[src/rtl/data_cache.sv]
// data_cache: direct-mapped, write-through, no-write-allocate data cache.
//   2^INDEX_BITS lines of one 32-bit word each. Load hits return data in the
//   same cycle. Load misses fill from memory and then retire as a hit. Stores
//   always go to memory; they update the line only when it already holds the
//   address.
//
// Ports:
//   CLK, RST_N           clock (rising edge) and asynchronous active-low reset
//   CPU_REQ/CPU_WE       access request, 1 = store / 0 = load
//   CPU_A/CPU_WD         byte address (bits [1:0] ignored) and store data
//   CPU_RD/CPU_STALL     load data and stall back to the CPU
//   MEM_REQ/MEM_WE       memory request and write strobe
//   MEM_A/MEM_WD         word-aligned memory address and write data
//   MEM_RD/MEM_ACK       memory read data and completion strobe
//   HIT_CNT/MISS_CNT     wrapping load-hit / load-miss counters
//   DBG_STATE            FSM state (0 = IDLE, 1 = FILL, 2 = WRITE)
//
// Handshake: CPU_REQ is a valid that stays asserted, with the CPU inputs held
// stable, until a cycle with CPU_STALL=0 retires it. MEM_REQ is a valid that
// stays asserted, with address and data stable, until the cycle MEM_ACK=1
// completes it. MEM_ACK outside FILL/WRITE means nothing.
module data_cache #(
    parameter int A_WIDTH    = 28,
    parameter int INDEX_BITS = 6
) (
    input  logic               CLK,
    input  logic               RST_N,
    input  logic               CPU_REQ,
    input  logic               CPU_WE,
    input  logic [A_WIDTH-1:0] CPU_A,
    input  logic [31:0]        CPU_WD,
    output logic [31:0]        CPU_RD,
    output logic               CPU_STALL,
    output logic               MEM_REQ,
    output logic               MEM_WE,
    output logic [A_WIDTH-1:0] MEM_A,
    output logic [31:0]        MEM_WD,
    input  logic [31:0]        MEM_RD,
    input  logic               MEM_ACK,
    output logic [31:0]        HIT_CNT,
    output logic [31:0]        MISS_CNT,
    output logic [1:0]         DBG_STATE
);

    localparam int LINES    = 1 << INDEX_BITS;
    localparam int TAG_BITS = A_WIDTH - INDEX_BITS - 2;
    localparam logic [A_WIDTH-1:0] WORD_MASK = {{(A_WIDTH-2){1'b1}}, 2'b00};

    typedef enum logic [1:0] {
        IDLE  = 2'd0,
        FILL  = 2'd1,
        WRITE = 2'd2
    } state_t;

    state_t state, state_nxt;

    logic [LINES-1:0]    valid;
    logic [TAG_BITS-1:0] tag_mem  [LINES];
    logic [31:0]         data_mem [LINES];

    logic [INDEX_BITS-1:0] idx;
    logic [TAG_BITS-1:0]   tag;
    logic                  hit;
    logic                  load_hit, load_miss, fill_done, write_done;

    assign idx = CPU_A[INDEX_BITS+1:2];
    assign tag = CPU_A[A_WIDTH-1:INDEX_BITS+2];
    assign hit = valid[idx] && (tag_mem[idx] == tag);

    // The CPU holds its address across the whole transaction, so the memory
    // address and write data can come straight from the CPU side.
    assign CPU_RD    = data_mem[idx];
    assign MEM_A     = CPU_A & WORD_MASK;
    assign MEM_WD    = CPU_WD;
    assign DBG_STATE = state;

    always_ff @(posedge CLK or negedge RST_N) begin
        if (!RST_N) begin
            state <= IDLE;
        end else begin
            state <= state_nxt;
        end
    end

    always_comb begin
        state_nxt  = state;
        CPU_STALL  = 1'b0;
        MEM_REQ    = 1'b0;
        MEM_WE     = 1'b0;
        load_hit   = 1'b0;
        load_miss  = 1'b0;
        fill_done  = 1'b0;
        write_done = 1'b0;
        case (state)
            IDLE: begin
                if (CPU_REQ) begin
                    if (CPU_WE) begin
                        CPU_STALL = 1'b1;
                        state_nxt = WRITE;
                    end else if (hit) begin
                        load_hit = 1'b1;
                    end else begin
                        CPU_STALL = 1'b1;
                        load_miss = 1'b1;
                        state_nxt = FILL;
                    end
                end
            end
            FILL: begin
                MEM_REQ   = 1'b1;
                CPU_STALL = 1'b1;
                if (MEM_ACK) begin
                    fill_done = 1'b1;
                    state_nxt = IDLE;
                end
            end
            WRITE: begin
                MEM_REQ   = 1'b1;
                MEM_WE    = 1'b1;
                // The store retires in its ACK cycle, so the stall drops there.
                CPU_STALL = !MEM_ACK;
                if (MEM_ACK) begin
                    write_done = 1'b1;
                    state_nxt  = IDLE;
                end
            end
            default: state_nxt = IDLE;
        endcase
    end

    always_ff @(posedge CLK or negedge RST_N) begin
        if (!RST_N) begin
            HIT_CNT  <= 32'd0;
            MISS_CNT <= 32'd0;
        end else begin
            if (load_hit) begin
                HIT_CNT <= HIT_CNT + 32'd1;
            end
            if (load_miss) begin
                MISS_CNT <= MISS_CNT + 32'd1;
            end
        end
    end

    always_ff @(posedge CLK or negedge RST_N) begin
        if (!RST_N) begin
            valid <= '0;
        end else if (fill_done) begin
            valid[idx] <= 1'b1;
        end
    end

    // Tag and data storage carry no reset; valid bits alone qualify them.
    // A fill replaces whatever line sat at the index.
    always_ff @(posedge CLK) begin
        if (fill_done) begin
            data_mem[idx] <= MEM_RD;
            tag_mem[idx]  <= tag;
        end else if (write_done && hit) begin
            data_mem[idx] <= CPU_WD;
        end
    end

endmodule

[config.mk]
export PLATFORM = sky130hd
export DESIGN_NAME = data_cache
export DESIGN_NICKNAME = d
export VERILOG_FILES = /design/src/rtl/data_cache.sv
export SDC_FILE = /design/constraint.sdc
export NUM_CORES = 2
export LEC_CHECK = 0
export CAP_MARGIN = 20
export CORE_AREA = 2 2 617 619
export CTS_CLUSTER_SIZE = 16
export DETAILED_ROUTE_END_ITERATION = 16
export DIE_AREA = 0 0 619 621
export DONT_BUFFER_PORTS = 1
export PLACE_DENSITY = 0.48
export SLEW_MARGIN = 20
export SYNTH_ARGS = -nofsm -noshare
export SYNTH_HDL_FRONTEND = slang
export SYNTH_SLANG_ARGS = --single-unit
[constraint.sdc]
create_clock -name CLK -period 6.48 [get_ports CLK]
set_input_delay 1.296 -clock CLK [delete_from_list [all_inputs] [get_ports CLK]]
set_output_delay 1.296 -clock CLK [all_outputs]
set_load 0.05 [all_outputs]
# After elaboration in Yosys (flattened, before gate mapping)
# Memory sizes are Yosys's and may differ from the RTL's.
# Index checks and enable logic that the tools add are counted.
word_totals:
  out_inout_bits: 161
  mem_count: 2
  in_bits: 97
  ram_bits: 3328
  ff_bits: 130
  elab_cells: 56
memory_table:
  columns: ["name", "words", "word_bits", "rd", "rd_ports_with_merged_regs", "wr", "line_no", "text"]
  rows:
  - ["data_mem", 64, 32, 1, 0, 1, "59", "logic [31:0] data_mem [LINES];"]
  - ["tag_mem", 64, 20, 1, 0, 1, "58", "logic [TAG_BITS-1:0] tag_mem [LINES];"]
classes:
  eq_ne: 6
  n_bitwise: 2
  n_reduce_logical: 7
  n_addsub: 2
  mux: 31
  n_lt_le_gt_ge: 2
op_table:
  columns: ["operator", "count"]
  rows:
  - ["$add 32x1->32 const B", 2]
  - ["$or 64x64->64", 1]
  - ["$mux 32", 1]
  - ["$mux 1", 22]
  - ["$eq 20x20->1", 1]
  - ["$mux 2", 4]
  - ["$lt 6x7->1 const B", 1]
  - ["$bmux 1 s6", 1]
  - ["$demux 1 s6", 1]
  - ["$ge 6x1->1 const B", 1]
  - ["$pmux 2 s2", 1]
  - ["$logic_and 1x1->1", 3]
  - ["$ne 3x3->1 const B", 1]
  - ["$pmux 1 s3", 1]
  - ["$reduce_and 3->1", 1]
  - ["$eq 2x1->1 const B", 1]
  - ["$eq 2x2->1 const B", 1]
  - ["$logic_not 2->1", 1]
  - ["$ne 2x1->1 const B", 1]
  - ["$ne 2x2->1 const B", 1]
  - ["$reduce_or 2->1", 1]
  - ["$logic_not 1->1", 1]
  - ["$or 1x1->1", 1]

# Depth between registers and ports, before layout
logic_depth:
  ltp_word: 8
  depth_mapped: 20

# Worst setup path before layout
# Ideal clock, no wire load.
synth_path:
  path_type: "input port to flip-flop"
  start: "input port CPU_A[4]"
  end: "memory data_mem[20][0], enable pin"
  path_stages: 15
  arrival_time_ps: 6646
  setup_time_ps: 461
  required_ps: 6019
  path_slack_ps: -627
  path_cell_list: "buf_2 -> buf_6 -> buf_4 -> buf_4 -> buf_4 -> buf_4 -> buf_2 -> buf_2 -> buf_2 -> buf_1 -> buf_2 -> buf_1 -> buf_2 -> nand2_1 -> nor3_1"
synth_between:
  elab_chain_cells: 8
synth_lines:
  columns: ["item", "line_no", "text"]
  rows:
  - ["start, declared", "30", "input logic [A_WIDTH-1:0] CPU_A,"]
  - ["$mem_v2 64x20 / $bmux 1 s6 (equally long branches)", null, null]
  - ["$eq 20x20->1 / $mux 1 (equally long branches)", "68", "assign hit = valid[idx] && (tag_mem[idx] == tag);"]
  - ["$logic_and 1x1->1", "68", null]
  - ["$logic_and 1x1->1", "159", "end else if (write_done && hit) begin"]
  - ["$mux 1", "159", null]
  - ["$mux 1", "156", "if (fill_done) begin"]
  - ["$mux 1 (not written as such)", "160", "data_mem[idx] <= CPU_WD;"]
  - ["$or 1x1->1 (no source line)", null, null]
  - ["end, declared", "59", null]
# Several ways; a longest one is shown, not always the timed one. The select of a mux whose other input is x is not followed.

# Worst setup path in the final report
layout_path:
  start: "input port CPU_A[4]"
  end: "output port CPU_STALL"
layout_between:
  elab_chain_cells: 7
layout_lines:
  columns: ["item", "line_no", "text"]
  rows:
  - ["$mem_v2 64x20 / $bmux 1 s6 (equally long branches)", null, null]
  - ["$eq 20x20->1 / $mux 1 (equally long branches)", "68", null]
  - ["$logic_and 1x1->1 (*)", "68", null]
  - ["$mux 1 (*)", "100", "end else if (hit) begin"]
  - ["$mux 1 (*)", "97", "if (CPU_WE) begin"]
  - ["$mux 1 (*)", "96", "if (CPU_REQ) begin"]
  - ["$pmux 1 s3 (*)", "94", "case (state)"]
  - ["end, declared", "33", "output logic CPU_STALL,"]
# Every way passes the cells marked *; elsewhere a longest branch is shown, timed or not. The select of a mux whose other input is x is not followed.

==> flow_summary_export.csv <==
group,metric,value,unit
status,status,"finished, violations left",
status,violations,"negative setup slack",
cts,clk_path_buf_depth,4,
route,firstDrtPassIters,8,
synth,ys_top_cells_by_area,"edfxtp_1 76%, mux4_2 3.0%, a22oi_1 3.0%, dfrtp_1 2.5%, a221oi_1 2.3%",
synth,netlist_area,131700,sq um
grt,grt_util_met3,4.155,%
critical_path,regToRegStartpoint,"tag_mem[40][10]",
place,portBuffers,0,
power_and_ir_drop,clockPowerShare,42.5,%
power_and_ir_drop,power_density,306.4,nW/um^2
synth,ys_ff_latch,3458,
run,cap_violations,0,
cells_and_area,seqCellArea,103200,sq um
power_and_ir_drop,p_leak,51.63,nW
power_and_ir_drop,power.share.switching,23.13,%
cells_and_area,area_growth,20.75,%
die,die_area,384400,sq um
critical_path,arrival,5.53,ns
die,die_y,621,um
sta,fin_ws,-0.3489,ns
route,dr_total_vias,79520,
power_and_ir_drop,p_seq_share,50.9,%
sta,hold_ws,0.09505,ns
synth,avgSynthCellArea,18.23,sq um
route,post_drt_via_cell_ratio,6.000,
cts,clock_latency,0.97,ns
critical_path,crit_type,"input pin to output port",
route,drt-initial-drc-count,10610,
cells_and_area,final_util,42.11,%
synth,synth_top_cell_by_area,"edfxtp_1",
sta,setup_viol,1,
power_and_ir_drop,p_comb_share,6.6,%
place,place.gp.congestion,0.8539,
place,hpwlAfterDp,288200,um
critical_path,critPathMaxFanout,79,
cells_and_area,fill_cells,33480,
place,place_ws,-0.9353,ns
grt,antenna_found_initial,49,
route,wirelength,507700,um
synth,synth_flop_cell,"edfxtp_1",
critical_path,reg2reg_depth,18,
critical_path,crit_chain,"buf_16 -> buf_6 -> nand2b_1 -> buf_6 -> o22a_1 -> nand3_1 -> a221o_1 -> nor4_2 -> xnor2_1 -> nor4_4 -> buf_4 -> nand4_1 -> buf_4 -> or2_4 -> o21bai_4 -> a21oi_2 -> buf_12",
grt,grt.overflow.total,0,
synth,seq_area_frac_synth,78.32,%
cells_and_area,layout-drive-gt1-share,24.11,%
cts,root_buffer,"clkbuf_16",
synth,yosysWarnings,0,
grt,grt_util_met2,40.82,%
grt,first_global_vias,76120,
sta,drv_slew,0,
sta,relSlewSlack,17.25,%
synth,synth_edf_count,3328,
route,wl_per_cell,38.31,um
cells_and_area,final_cell_mix,"3328 x edfxtp_1, 539 x buf_4, 521 x a22oi_1",
cts,cts.sinks,3458,
sta,fin_skew,0.06099,ns
power_and_ir_drop,max-vdd-ir-drop,0.2534,mV
synth,yosysUniqueCellTypes,84,
cells_and_area,num-nets-final,8006,
synth,yosysTopAreaCellShare,75.85,%
critical_path,endpoint_kind,"output port",
die,start_util,34.87,%
synth,synth_cells,7227,
cells_and_area,multiInputGateArea,27230,sq um
route,drc,0,
sta,finalHoldViolCount,0,
die,fp.coreArea,377800,sq um
sta,period_needed,6.829,ns
worst_hold_path,hp-class,"input pin to asynchronous set/reset pin",
grt,grt_max_degree,578,
die,die_w,619,um
critical_path,slowest_stage,"nand4_1",
sta,max_freq,0.1464,GHz
critical_path,crit_path_max_incr_delay,0.47,ns
grt,grt_pass1_wl,657600,um
critical_path,crit_path_start_kind,"input pin",
critical_path,r2r_slack,0.88,ns
grt,top_usage_layer,"met2",
critical_path,rr_endpoint,"data_mem[6][21]",
cts,numCtsBuffers,371,
cts,cts_max_level,5,
cts,cts_tree,"done",
grt,grt_usage,24.80,%
cts,clk_pin_slew,0.06,ns
sta,tightest_slew,1.238,ns
grt,grt.met1_usage,32.95,%
cells_and_area,layout_commonest_cell,"edfxtp_1",
synth,synth-async-reset-ratio,3.759,%
power_and_ir_drop,p_switching,11.27,mW
route,ant_nets,0,
sta,grt_setup_unrepaired,"yes",
sta,timing.final.crit_share,105.4,%
critical_path,crit_required,5.18,ns
die,io_pins,258,
power_and_ir_drop,p_int,37.46,mW
die,row_count,226,
[metal layers]
metal  wire length, um  part of all wire [%]
met1            198400                    39
met2            243200                    48
met3             43300                   8.5
met4             22830                   4.5
met5                 0                     0
[worst max-delay path, delay by kind of cell]
family                 cells  cell delay, ns
AND/OR/NAND/NOR            6            1.68
buffers and inverters      6            1.33
AO/OA/AOI/OAI              4            0.85
XOR/XNOR                   1            0.19
[area by class of cell]
| cell class | instances | share of cell area [%] |
|---|---|---|
| flip-flops and latches | 3458 | 64.86 |
| multi-input cells | 3197 | 17.11 |
| repair buffers | 855 | 6.614 |
| clock buffers | 474 | 6.208 |
| well taps | 5016 | 3.945 |
| clock inverters | 210 | 1.165 |
| inverters | 20 | 0.05505 |
| diodes | 23 | 0.03618 |
[power groups by stage]
stage	Clock [mW]	Combinational, mW	Sequential (mW)
floorplan	0	1.63	25.2
global placement	0	2.73	25.3
detailed placement	0	2.75	25.3
CTS	21.0	2.80	24.8
global route	21.8	3.30	24.8
finish	20.7	3.22	24.8
[worst max-delay path by stage]
stage             start               to  slack [ns]  cells past startpoint
3_3_place_gp   CPU_A[4]  data_mem[6][16]       -1.04                     18
4_1_cts        CPU_A[3]        CPU_STALL       -0.14                     16
5_1_grt        CPU_A[2]        CPU_STALL       -0.26                     17
6_report       CPU_A[4]        CPU_STALL       -0.35                     17
3_5_place_dp   CPU_A[4]   data_mem[6][0]       -0.94                     18
2_1_floorplan  CPU_A[4]  data_mem[20][0]       -0.63                     15
[cell usage after synthesis, types with 19 or more instances]
library cell	n
o211ai_1	20
o221ai_1	20
nor3_1	111
xor2_1	44
a221oi_1	348
edfxtp_1	3328
mux4_2	177
buf_4	97
clkbuf_1	273
mux2_2	116
or2_2	70
o21ai_0	94
a21oi_1	179
xnor2_1	36
nand3_1	70
nand2_1	166
a22o_1	143
buf_6	28
inv_1	19
o22ai_1	101
nand3b_1	23
mux2i_1	237
buf_2	58
a22oi_1	527
nor4_1	33
buf_1	97
nor2_1	176
and3_1	28
a31oi_1	105
dfrtp_1	130
nand4_1	94
[repair_timing]
action | CTS | global route
setup buffers | 25 | 43
hold buffers | 1 | 0
pin swaps | 22 | 14
endpoints found under the setup margin | 1 | 4147
gates cloned | 0 | 36
gates resized for setup | 46 | 38
hold endpoints to repair | 66 | 0
[state kept, by name, indices dropped and copies added, names as in the netlist]
register,count
data_mem,2048
tag_mem,1280
valid,64
HIT_CNT,32
MISS_CNT,32
DBG_STATE,2
[kinds of logic after synthesis]
kind of cell / synth area share [%]
other: 0.002846
adder cells (fa/ha/maj): 0.05698
AO/OA/AOI/OAI: 9.377
flip-flops: 78.32
XOR/XNOR: 0.5318
AND/OR/NAND/NOR: 3.664
buffers and inverters: 2.124
multiplexers: 5.920
[per-stage QoR]
step                TNS [ns]  power [mW]  cell area [sq um]  instances
detailed placement  -2714.86       28.01             145000      12430
floorplan            -634.94       26.87             131900       7228
global route         -0.2600       49.90             159100      13250
CTS                  -0.1395       48.57             157200      13140
global placement    -3130.23       27.99             144700      12420
finish               -0.3489       48.74             159100      13250
No activity file was read; power rests on OpenSTA's default activity.
